$ cat src/rtl/clint_bus_arbiter.sv
// Two-master Wishbone arbiter in front of the CLINT slave port.
// Round-robin grant held per bus cycle, with a per-transfer ack timeout.
module clint_bus_arbiter #(
  parameter int AW      = 32,
  parameter int DW      = 32,
  parameter int TIMEOUT = 16,
  parameter int CW      = 5
) (
  input  logic            wb_clk_i,
  input  logic            wb_rst_i,
  input  logic [AW-1:0]   m0_adr_i,
  input  logic [DW-1:0]   m0_dat_i,
  input  logic [DW/8-1:0] m0_sel_i,
  input  logic            m0_we_i,
  input  logic            m0_stb_i,
  input  logic            m0_cyc_i,
  output logic [DW-1:0]   m0_dat_o,
  output logic            m0_ack_o,
  output logic            m0_err_o,
  input  logic [AW-1:0]   m1_adr_i,
  input  logic [DW-1:0]   m1_dat_i,
  input  logic [DW/8-1:0] m1_sel_i,
  input  logic            m1_we_i,
  input  logic            m1_stb_i,
  input  logic            m1_cyc_i,
  output logic [DW-1:0]   m1_dat_o,
  output logic            m1_ack_o,
  output logic            m1_err_o,
  output logic [AW-1:0]   s_adr_o,
  output logic [DW-1:0]   s_dat_o,
  output logic [DW/8-1:0] s_sel_o,
  output logic            s_we_o,
  output logic            s_stb_o,
  output logic            s_cyc_o,
  input  logic [DW-1:0]   s_dat_i,
  input  logic            s_ack_i,
  output logic [1:0]      gnt_o
);

  typedef enum logic [1:0] {
    IDLE,
    OWN0,
    OWN1,
    ABORT
  } state_e;

  localparam logic [CW-1:0] TO_LAST = CW'(TIMEOUT - 1);

  state_e        state_q, state_d;
  logic          last_q, last_d;
  logic          ab_q, ab_d;
  logic [CW-1:0] tmr_q, tmr_d;

  logic own0, own1, own;
  logic own_cyc, to_hit;

  assign own0 = (state_q == OWN0);
  assign own1 = (state_q == OWN1);
  assign own  = own0 | own1;

  assign s_adr_o = own1 ? m1_adr_i : m0_adr_i;
  assign s_dat_o = own1 ? m1_dat_i : m0_dat_i;
  assign s_sel_o = own1 ? m1_sel_i : m0_sel_i;
  assign s_we_o  = (own0 & m0_we_i)  | (own1 & m1_we_i);
  assign s_stb_o = (own0 & m0_stb_i) | (own1 & m1_stb_i);
  assign s_cyc_o = (own0 & m0_cyc_i) | (own1 & m1_cyc_i);

  assign own_cyc = own1 ? m1_cyc_i : m0_cyc_i;
  assign to_hit  = own & s_cyc_o & s_stb_o & ~s_ack_i
                 & (tmr_q == TO_LAST);

  assign m0_dat_o = s_dat_i;
  assign m1_dat_o = s_dat_i;
  assign m0_ack_o = own0 & s_ack_i;
  assign m1_ack_o = own1 & s_ack_i;
  assign m0_err_o = own0 & to_hit;
  assign m1_err_o = own1 & to_hit;
  assign gnt_o    = {own1, own0};

  always_comb begin
    state_d = state_q;
    last_d  = last_q;
    ab_d    = ab_q;
    tmr_d   = '0;
    unique case (state_q)
      IDLE: begin
        unique case (1'b1)
          (m0_cyc_i & m1_cyc_i): begin
            state_d = last_q ? OWN0 : OWN1;
            last_d  = ~last_q;
          end
          (m0_cyc_i & ~m1_cyc_i): begin
            state_d = OWN0;
            last_d  = 1'b0;
          end
          (m1_cyc_i & ~m0_cyc_i): begin
            state_d = OWN1;
            last_d  = 1'b1;
          end
          default: state_d = IDLE;
        endcase
      end
      OWN0, OWN1: begin
        if (!own_cyc) begin
          state_d = IDLE;
        end else if (to_hit) begin
          state_d = ABORT;
          ab_d    = own1;
        end else if (s_stb_o && !s_ack_i) begin
          tmr_d = tmr_q + 1'b1;
        end
      end
      ABORT: begin
        // stay gated until the aborted master gives up its cycle
        if (!(ab_q ? m1_cyc_i : m0_cyc_i)) state_d = IDLE;
      end
      default: state_d = IDLE;
    endcase
  end

  always_ff @(posedge wb_clk_i or negedge wb_rst_i) begin
    if (!wb_rst_i) begin
      state_q <= IDLE;
      last_q  <= 1'b1;
      ab_q    <= 1'b0;
      tmr_q   <= '0;
    end else begin
      state_q <= state_d;
      last_q  <= last_d;
      ab_q    <= ab_d;
      tmr_q   <= tmr_d;
    end
  end

endmodule

$ cat config.mk
export PLATFORM = sky130hd
export DESIGN_NAME = clint_bus_arbiter
export DESIGN_NICKNAME = d
export VERILOG_FILES = /design/src/rtl/clint_bus_arbiter.sv
export SDC_FILE = /design/constraint.sdc
export NUM_CORES = 1
export LEC_CHECK = 0
export BUFFER_PORTS_ARGS = -buffer_cell sky130_fd_sc_hd__buf_2
export CORE_AREA = 2 2 124 126
export CTS_CLUSTER_SIZE = 40
export DETAILED_ROUTE_END_ITERATION = 8
export DIE_AREA = 0 0 126 128
export SYNTH_ARGS = -nofsm -noshare
export SYNTH_HDL_FRONTEND = slang
export SYNTH_SLANG_ARGS = --single-unit
$ cat constraint.sdc
create_clock -name wb_clk_i -period 3 [get_ports wb_clk_i]
set_input_delay 0.45 -clock wb_clk_i [delete_from_list [all_inputs] [get_ports wb_clk_i]]
set_output_delay 0.45 -clock wb_clk_i [all_outputs]
set_load 0.01 [all_outputs]
# After elaboration in Yosys (flattened, before gate mapping)
# Index checks and enable logic that the tools add are counted.
# op_classes
add_sub_neg	1
eq_ne	6
mux	16
bitwise	25
n_reduce_logical	8
# ops
op	n
$mux W32	2
$mux W5	4
$and A1 B1 Y1	17
$pmux W2 S3	2
$mux W2	4
$add A5 B1 Y5 const B	1
$eq A5 B4 Y1 const B	1
$eq A2 B2 Y1 const B	2
$mux W4	1
$not A1 Y1	4
$or A1 B1 Y1	4
$reduce_and A2 Y1	2
$ne A3 B3 Y1 const B	1
$pmux W1 S3	1
$reduce_and A3 Y1	1
$reduce_bool A3 Y1	1
$eq A2 B1 Y1 const B	1
$logic_not A2 Y1	1
$mux W1	2
$ne A2 B2 Y1 const B	1
$reduce_or A2 Y1	1
$logic_and A1 B1 Y1	1
$logic_not A1 Y1	1
# word_totals
ff_bits	9
in_bits	177
out_inout_bits	141
elab_cells	60

# Logic depth before layout (Yosys ltp)
# Gate-level depths: netlist of run 1.
# logic_depth
depth_word	10
depth_mapped	7
mapped_depth_nobuf	7

# Worst setup path before layout of run 1
# OpenSTA, ideal clock, no wires.
# synth_timing
kind	register -> output
startpoint	register state_q[0]
endpoint	output port s_adr_o[0]
t_arrival_ns	1.564
required_time_ns	2.550
path_slack_ns	0.986
path_stages_with_launch	6
path_buffers	2
cell_sequence	dfrtp_1 inv_1 ha_1 buf_2 clkbuf_1 mux2_2
# synth_via
elab_chain_len	2
# synth_rtl
item	line	source
from (decl)	49	state_e state_q, state_d;
from (signal assigned)	128	state_q <= state_d;
$eq A2 B2 Y1	58	assign own1 = (state_q == OWN1);
net own1	54	logic own0, own1, own;
$mux W32	61	assign s_adr_o = own1 ? m1_adr_i : m0_adr_i;
to (decl)	29	output logic [AW-1:0] s_adr_o,
# The timed path passes the listed nets, and every way through them passes these cells.

# Worst setup path in the final report of run 1
# layout_timing
startpoint	register state_q[0]
endpoint	output port s_dat_o[21]
# layout_via
elab_chain_len	2
# layout_rtl
item	line	source
$eq A2 B2 Y1	58	
$mux W32	62	assign s_dat_o = own1 ? m1_dat_i : m0_dat_i;
to (decl)	30	output logic [DW-1:0] s_dat_o,
# Every way passes these cells.

==> out/metrics.cfg, run 1 <==
[outcome]
status = finished clean

[timing]
fmax_mhz = 397
fin_tns_setup_ps = 0
post-route-min-period_ps = 2520
fin_skew_ps = 0.587
final.period_utilization = 0.840
tightest_slew_ps = 428
rsz0062_at_grt = false
drv_slew = 0
max_slew_margin = 0.714
holdWs_ps = 68.6
setup_viol = 0
hold_viol_final = 0

[layout]
syn2layout_area_growth_pct = 47.2
nets = 549
design_area_um2 = 2890
n_fill_cell = 1697
drive_above_1_share = 0.836
antenna_cells = 0
utilization = 0.194

[yosys]
ys_top_cells_by_count = mux2_2 (71), buf_4 (66), ha_1 (11)
ys_warn_count = 0
synth_area_leaders = mux2_2 (41%), buf_4 (25%), dfrtp_1 (10%), ha_1 (7.0%), inv_1 (1.5%)
async_flop_share = 1.00
yosys_most_used_dff = dfrtp_1
avgSynthCellArea_um2 = 9.43
yosysMostFrequentCell = mux2_2
ys_ff_latch = 9
synth-edff-count = 0
synth_area_um2 = 1960
synth_nets = 396
synth_top_area_frac = 0.408
yosys.area.top_type = mux2_2
netlist_instances = 208
synthDistinctLibCells = 26
ys_seq_area_frac = 0.116

[cts]
cts_max_level = 1
hold_buffers = 0
clockBufferDepth = 2
cts_buffers = 3
cts_setup_buffers = 0
root_buffer = clkbuf_16
clkTransAtPathRegs_ps = 40
clk_latency_ps = 230
cts_tree = yes
ctsResizeCount = 0
cts_num_sinks = 9

[floorplan]
die_area_um2 = 16100
row_count = 45
pin_count = 318
die_w_um = 126
die_height_um = 128
start_util = 0.132
core-area_um2 = 14900

[routing]
drt_wl_total_um = 8500
viasPerCell = 3.67
dr.pass1.iters = 4
first_iter_violations = 46
final_antenna_net_count = 0
drc = 0
wl_per_cell_um = 15.5
via_count = 2009

[grt]
grt_use_total = 0.0943
grt_max_degree = 52
antenna_found_initial = 0
grt_pass1_wl_um = 11500
grt_overflow = 0
grt_pass1_vias = 1872

[setup_path]
arrival_ps = 2070
cp_max_fo = 51
startpoint_type = flip-flop
r2r_cells = 7
crit_path_end_kind = primary output
timing_worst_setup_path_type = flip-flop to primary output
critPathRequiredTime_ps = 2550

[job]
maxCapViolCount = 0

[power]
totalPowerFinal_mw = 1.75
vdd_drop_max_v = 0.000224
total_leakage_power_nw = 1.50
pwr_density_cell_nw_per_um2 = 606

[min_path]
hold_class = primary input to asynchronous set/reset pin

[placed_design]
io_buffers = 221
finalWeightedCongestion = 0.770
place_area_um2 = 2810
hpwlAfterDp_um = 7590

metal layers:
metal,global-route usage,vias up,wire length (um)
li1,-,956,-
met1,0.133,904,3760
met2,0.145,137,3940
met3,0.0234,12,727
met4,0.0213,0,75
met5,0,-,0
critical path, stage by stage (launching register included):
cell,delay [ps]
dfrtp_1,410
inv_1,180
ha_4,370
buf_12,290
mux2_2,410
buf_2,150
registers in the layout (all words and copies together), names as in the netlist:
| register | count |
|---|---|
| tmr_q | 5 |
| last_q | 1 |
| state_q | 2 |
| ab_q | 1 |
report_power, final:
part	leakage (nW)	internal (mW)	switching, mW	total [mW]
Sequential	0.120	0.149	0.0256	0.174
Clock	0.0382	0.178	0.0586	0.236
Combinational	1.34	0.678	0.660	1.34
Total	1.50	1.00	0.744	1.75
final timing paths:
check	from	to	slack [ps]
setup reg to reg	tmr_q[0]	tmr_q[3]	1030
hold reg to reg	tmr_q[0]	tmr_q[0]	460
max in group asynchronous	wb_rst_i	last_q	2680
setup / recovery	state_q[0]	s_dat_o[21]	480
hold / removal	wb_rst_i	tmr_q[1]	70
min in group wb_clk_i	tmr_q[0]	tmr_q[0]	460
cells by family (layout without fill, tap and decap cells):
family	after synthesis	count (layout)	synth area share
multiplexers	71	71	0.408
buffers and inverters	82	234	0.284
AND/OR/NAND/NOR	21	21	0.0670
adder cells (fa/ha/maj)	11	11	0.0702
XOR/XNOR	2	2	0.00894
AO/OA/AOI/OAI	12	12	0.0466
flip-flops	9	9	0.116
final cells by class:
class / instances / area (um^2) / area share
clock buffer: 4 / 78.8 / 0.0273
inverter: 8 / 30.0 / 0.0104
multi-input combinational: 117 / 1190 / 0.412
sequential: 9 / 226 / 0.0785
tap: 188 / 235 / 0.0815
timing repair buffer: 222 / 1130 / 0.390
cell usage in the layout (no fill, tap or decap):
master / netlist / routed
a31oi_1: 1 / 1
xor2_1: 1 / 1
o221ai_1: 1 / 1
a22o_1: 3 / 3
clkbuf_1: 7 / 1
nor4b_4: 1 / 1
nor2_1: 6 / 6
ha_1: 11 / 10
a32o_1: 2 / 2
inv_1: 8 / 8
o211ai_1: 1 / 1
or4_4: 1 / 1
nand3_1: 2 / 2
dfrtp_1: 8 / 8
o21ai_0: 1 / 1
and2_1: 4 / 4
a21oi_1: 2 / 2
a22oi_1: 1 / 1
mux2_2: 71 / 71
clkbuf_16: 0 / 3
xnor2_1: 1 / 1
and3_1: 1 / 1
nor2b_4: 1 / 1
dfstp_2: 1 / 1
buf_2: 1 / 221
nand2_1: 5 / 5
ha_4: 0 / 1
buf_12: 0 / 1
through the flow:
step / worst slack (ps) / std cells
after global placement: 665 / 544
after floorplan: 986 / 208
after global routing: 353 / 548
after CTS: 419 / 548
after detailed placement: 676 / 544
final: 481 / 548
No activity file was read; power rests on OpenSTA's default activity.
==> run 2, diff against run 1 <==
--- a/config.mk
+++ b/config.mk
@@ -5,6 +5,7 @@
 export SDC_FILE = /design/constraint.sdc
 export NUM_CORES = 1
 export LEC_CHECK = 0
+export ABC_AREA = 1
 export BUFFER_PORTS_ARGS = -buffer_cell sky130_fd_sc_hd__buf_2
 export CORE_AREA = 2 2 124 126
 export CTS_CLUSTER_SIZE = 40
==> constraint.sdc (replaced) <==
create_clock -name wb_clk_i -period 2.02 [get_ports wb_clk_i]
set_input_delay 0.303 -clock wb_clk_i [delete_from_list [all_inputs] [get_ports wb_clk_i]]
set_output_delay 0.303 -clock wb_clk_i [all_outputs]
set_load 0.01 [all_outputs]
==> run 2 against run 1 <==
Net effect:
- cell count increased by 32%
- clock skew increased by 3.5 ps
- sequential power increased by 43%
- register-to-register slack got worse by 720 ps
- sequential share of layout area decreased by 0.57 points
- hold slack improved by 360 ps
- critical path depth increased by 2
- synthesized area increased by 4.8%
- clock power increased by 47%
- synthesized cell count increased by 80%
- final area increased by 8.4%
- combinational power increased by 95%
- highest routed layer unchanged
==> out/metrics.cfg, run 2 <==
[timing]
tightest_slew_ps = 365
final.period_utilization = 0.975
fmax_mhz = 508
post-route-min-period_ps = 1970
setup_viol = 0
max_slew_margin = 0.756
hold_viol_final = 0
drv_slew = 0
rsz0062_at_grt = true
holdWs_ps = 432
fin_skew_ps = 4.04

[job]
maxCapViolCount = 0

[layout]
layout_common_cells = nand2_1 (222), buf_2 (221), inv_1 (13)
nets = 722
utilization = 0.210
seqCellArea_um2 = 228
drive_above_1_share = 0.490
largest_register = tmr_q
top_regs = tmr_q x5, state_q x2
antenna_cells = 0
syn2layout_area_growth_pct = 52.3
n_fill_cell = 1727
final_common_cell = nand2_1
finalNonFillerCells = 721
multiInputGateArea_um2 = 1260
largest_reg_flops = 5

[yosys]
netlist_instances = 375
ys_ff_latch = 9
synthDistinctLibCells = 25
synth_area_um2 = 2050
synth-edff-count = 0
ys_top_cells_by_count = nand2_1 (223), buf_4 (68), inv_1 (15)
yosys_most_used_dff = dfrtp_1
yosys.area.top_type = nand2_1
synth_area_leaders = nand2_1 (41%), buf_4 (25%), dfrtp_1 (9.7%), ha_1 (6.7%), inv_1 (2.7%)
ys_seq_area_frac = 0.110
ys_warn_count = 0
synth_top_area_frac = 0.407
avgSynthCellArea_um2 = 5.48
yosysMostFrequentCell = nand2_1
synth_nets = 563
async_flop_share = 1.00

[routing]
dr.pass1.iters = 4
final_antenna_net_count = 0
first_iter_violations = 124
wl_per_cell_um = 13.3
via_count = 2691
drt_wl_total_um = 9560
viasPerCell = 3.73
drc = 0

[min_path]
hp-start = s_ack_i
hold_class = primary input to flip-flop
holdPathStages = 4
min_to = ab_q

[grt]
grt_overflow = 0
grt_use_total = 0.104
grt_pass1_vias = 2286
antenna_found_initial = 0
grt_max_degree = 40
grt_pass1_wl_um = 13200

[cts]
root_buffer = clkbuf_16
cts_buffers = 3
clkTransAtPathRegs_ps = 40
cts_max_level = 1
cts_tree = yes
clockBufferDepth = 2
clk_latency_ps = 240
cts_num_sinks = 9

[power]
vdd_drop_max_v = 0.000623
pwr_density_cell_nw_per_um2 = 1030
totalPowerFinal_mw = 3.21
total_leakage_power_nw = 1.99

[setup_path]
arrival_ps = 1670
timing_worst_setup_path_type = flip-flop to primary output
critPathRequiredTime_ps = 1720
cp_common_cell = nand2_1
r2r_setup_slack_ps = 310
cp_max_fo = 37
crit_path_end_kind = primary output
r2r_cells = 9
r2r_end = tmr_q[3]
cpPeakStageDelay_ps = 410
slowest_stage = dfrtp_1
crit_buf_inv = 4
r2r-start = state_q[0]
crit_path_cell_trace = buf_4, ha_2, inv_2, buf_12, nand2_1, nand2_1, buf_2
startpoint_type = flip-flop
path_delay_family = buffers and inverters

[placed_design]
finalWeightedCongestion = 0.821
io_buffers = 221
place_inst = 707
hpwlAfterDp_um = 8000

[floorplan]
die_area_um2 = 16100
row_count = 45
pin_count = 318
die_height_um = 128
start_util = 0.138
core-area_um2 = 14900
die_w_um = 126

[outcome]
status = finished clean

run 2: metal layers:
metal | vias to the layer above | track usage | wire, um
li1 | 1375 | - | -
met1 | 1113 | 0.142 | 3860
met2 | 187 | 0.168 | 4480
met3 | 16 | 0.0301 | 1130
met4 | 0 | 0.0123 | 82
met5 | - | 0 | 0
run 2: kinds of logic (layout without fill, tap and decap cells):
| kind of cell | after synthesis | after routing | synth area share |
|---|---|---|---|
| adder cells (fa/ha/maj) | 11 | 11 | 0.0670 |
| AND/OR/NAND/NOR | 246 | 246 | 0.473 |
| AO/OA/AOI/OAI | 10 | 10 | 0.0359 |
| buffers and inverters | 97 | 255 | 0.306 |
| flip-flops | 9 | 9 | 0.110 |
| XOR/XNOR | 2 | 2 | 0.00853 |
run 2: where the power goes:
group,switching [mW],internal [mW],total (mW),leakage (nW)
Clock,0.0847,0.264,0.348,0.0382
Sequential,0.0269,0.221,0.248,0.118
Combinational,1.59,1.02,2.61,1.83
Total,1.70,1.51,3.21,1.99
run 2: how the worst max path moves through the flow:
| stage | slack [ps] | depth (start not counted) | end | start |
|---|---|---|---|---|
| 6_report | 50 | 7 | s_adr_o[3] | state_q[1] |
| 5_1_grt | -20 | 8 | m0_err_o | tmr_q[0] |
| 4_1_cts | 5 | 7 | m1_err_o | state_q[0] |
| 3_5_place_dp | 200 | 7 | m1_err_o | state_q[1] |
| 3_3_place_gp | 300 | 7 | m1_err_o | state_q[0] |
| 2_1_floorplan | 340 | 8 | s_dat_o[15] | state_q[0] |
run 2: tightest hold or removal path, cell delays in order:
cell and delay, ps:
buf_2 130, a21oi_4 50, nand4_1 90, nand2_1 50
run 2: final cells by class:
class,instances,share of cell area
repair buffers,235,0.404
clock buffers,4,0.0252
well taps,188,0.0752
inverters,16,0.0192
flip-flops and latches,9,0.0728
multi-input cells,269,0.404
run 2: timing repair:
action                                 in CTS  in global routing
hold buffers                                1                  0
resized for setup                           2                 11
gates cloned                                0                  0
buffers inserted                            0                  9
endpoints found under the hold margin       8                  0
pin swaps                                   0                  3
setup endpoints to repair                   2                 23
run 2: per-stage QoR:
stage | setup slack [ps] | setup TNS [ps] | instance area [um^2]
after floorplan | 344 | 0 | 2050
after global placement | 304 | 0 | 2910
after detailed placement | 197 | 0 | 2910
after CTS | 4.73 | 0 | 3000
after global routing | -19.4 | -23.7 | 3130
final | 50.2 | 0 | 3130
==> run 3, diff against run 2 <==
--- a/config.mk
+++ b/config.mk
@@ -7,10 +7,10 @@
 export LEC_CHECK = 0
 export ABC_AREA = 1
 export BUFFER_PORTS_ARGS = -buffer_cell sky130_fd_sc_hd__buf_2
-export CORE_AREA = 2 2 124 126
+export CORE_AREA = 2 2 125 127
 export CTS_CLUSTER_SIZE = 40
 export DETAILED_ROUTE_END_ITERATION = 8
-export DIE_AREA = 0 0 126 128
+export DIE_AREA = 0 0 127 129
 export SYNTH_ARGS = -nofsm -noshare
 export SYNTH_HDL_FRONTEND = slang
 export SYNTH_SLANG_ARGS = --single-unit
==> constraint.sdc (replaced) <==
create_clock -name wb_clk_i -period 2 [get_ports wb_clk_i]
set_input_delay 0.3 -clock wb_clk_i [delete_from_list [all_inputs] [get_ports wb_clk_i]]
set_output_delay 0.3 -clock wb_clk_i [all_outputs]
set_load 0.01 [all_outputs]
==> run 3 against run 2 <==
Net effect:
- critical path depth rose by 1
- first-iteration DRC count rose by 34%
- critical path type unchanged
- register-to-register slack improved by 30 ps
- critical endpoint is now m0_err_o
- wire length rose by 13%
- die area rose by 1.6%
==> out/metrics.cfg, run 3 (synthesis gave the netlist of run 2 again) <==
[setup_path]
critPathRequiredTime_ps = 1700
r2r_cells = 9
arrival_ps = 1680
r2r_setup_slack_ps = 340
startpoint_type = flip-flop
crit_path_end_kind = primary output
cp_max_fo = 5
timing_worst_setup_path_type = flip-flop to primary output

[timing]
rsz0062_at_grt = true
fmax_mhz = 506
drv_slew = 0
hold_viol_final = 0
tightest_slew_ps = 295
max_slew_margin = 0.802
final.period_utilization = 0.988
fin_skew_ps = 0.651
post-route-min-period_ps = 1980
setup_viol = 0

[routing]
viasPerCell = 3.81
drt_wl_total_um = 10800
drc = 0
via_count = 2749
first_iter_violations = 166
wl_per_cell_um = 15.0
final_antenna_net_count = 0
dr.pass1.iters = 4

[layout]
final_common_cell = nand2_1
largest_reg_flops = 5
layout_common_cells = nand2_1 (222), buf_2 (221), inv_1 (14)
drive_above_1_share = 0.488
top_regs = tmr_q x5, state_q x2
syn2layout_area_growth_pct = 52.7
largest_register = tmr_q
nets = 722
finalNonFillerCells = 721
antenna_cells = 0

[power]
total_leakage_power_nw = 1.99
totalPowerFinal_mw = 3.24
seqPwrFrac = 0.077
pwr_density_cell_nw_per_um2 = 1030
p_int_mw = 1.53
clockPowerShare = 0.108
vdd_drop_max_v = 0.000449
comb_power_share = 0.814
power.share.switching = 0.529
net-switching-power_mw = 1.71

[min_path]
hold_class = primary input to flip-flop
holdPathStages = 4

[cts]
cts_buffers = 3
cts_num_sinks = 9
cts_max_level = 1
clk_latency_ps = 230
clockBufferDepth = 2
clkTransAtPathRegs_ps = 40
root_buffer = clkbuf_16
cts_tree = yes

[outcome]
status = finished clean

[floorplan]
die_area_um2 = 16400
start_util = 0.137
pin_count = 318
core-area_um2 = 15000
die_height_um = 129
die_w_um = 127
row_count = 45

[placed_design]
place_inst = 708
finalWeightedCongestion = 0.789
hpwlAfterDp_um = 9070
io_buffers = 221

[grt]
grt_pass1_wl_um = 14300
grt_max_degree = 39
antenna_found_initial = 1
grt_use_total = 0.113
grt_overflow = 0
grt_pass1_vias = 2461

[job]
maxCapViolCount = 0

[run 3: cell count changes in the layout (fill, tap and decap cells not counted)]
cell and change:
inv_4 +2, dfrtp_1 -1, ha_1 +1, inv_1 +1, clkbuf_16 +1, ha_2 -1, inv_2 -3, dfrtp_2 +1
buf_12 -1
[run 3: critical path, stage by stage (launching register included)]
cell     delay (ps)
dfrtp_1         350
ha_2            200
and3_4          200
ha_4            120
nand2_2          50
a21oi_2         150
nand2_2         130
nor2_1          120
buf_2           130
[run 3: worst paths after layout]
path / from / endpoint
max in group asynchronous: wb_rst_i / last_q
min in group asynchronous: wb_rst_i / tmr_q[0]
min reg2reg: tmr_q[0] / tmr_q[0]
max reg2reg: state_q[0] / tmr_q[2]
max: tmr_q[0] / m0_err_o
min: s_ack_i / ab_q
[run 3: area by class of cell]
| class | instances | area [um^2] |
|---|---|---|
| tap | 188 | 235 |
| inverter | 16 | 65.1 |
| multi-input combinational | 269 | 1260 |
| fill | 1762 | 11800 |
| clock buffer | 4 | 78.8 |
| timing repair buffer | 235 | 1270 |
| sequential | 9 | 229 |
[run 3: per-stage QoR]
step	setup slack (ps)	utilization	area, um^2	TNS [ps]	hold WS, ps
after CTS	13.6	0.203	3040	0	453
after detailed placement	84.8	0.193	2890	0	171
final	24.3	0.209	3140	0	429
after floorplan	327	-	2050	0	4.41
after global placement	87.9	0.193	2890	0	162
after global routing	-56.4	0.209	3140	-105	464
[run 3: power by group through the flow]
stage | combinational [mW] | clock (mW) | sequential [mW]
floorplan | 1.54 | 0 | 0.246
global placement | 2.50 | 0 | 0.252
detailed placement | 2.49 | 0 | 0.254
CTS | 2.60 | 0.360 | 0.256
global route | 2.93 | 0.373 | 0.255
finish | 2.64 | 0.351 | 0.251
[run 3: layer usage]
metal  up-vias  global-route usage  share of wire
met2       178               0.186           0.45
li1       1374                   -              -
met3        24              0.0407           0.11
met1      1171               0.144           0.42
met5         -                   0         0.0012
met4         2              0.0220          0.016
[run 3: what timing repair did]
| item | in CTS | in global routing |
|---|---|---|
| gates cloned | 0 | 1 |
| hold endpoints to repair | 8 | 0 |
| hold buffers | 1 | 0 |
| setup buffers | 2 | 5 |
| resized for setup | 10 | 8 |
| endpoints found under the setup margin | 41 | 16 |
| pin swaps | 0 | 3 |
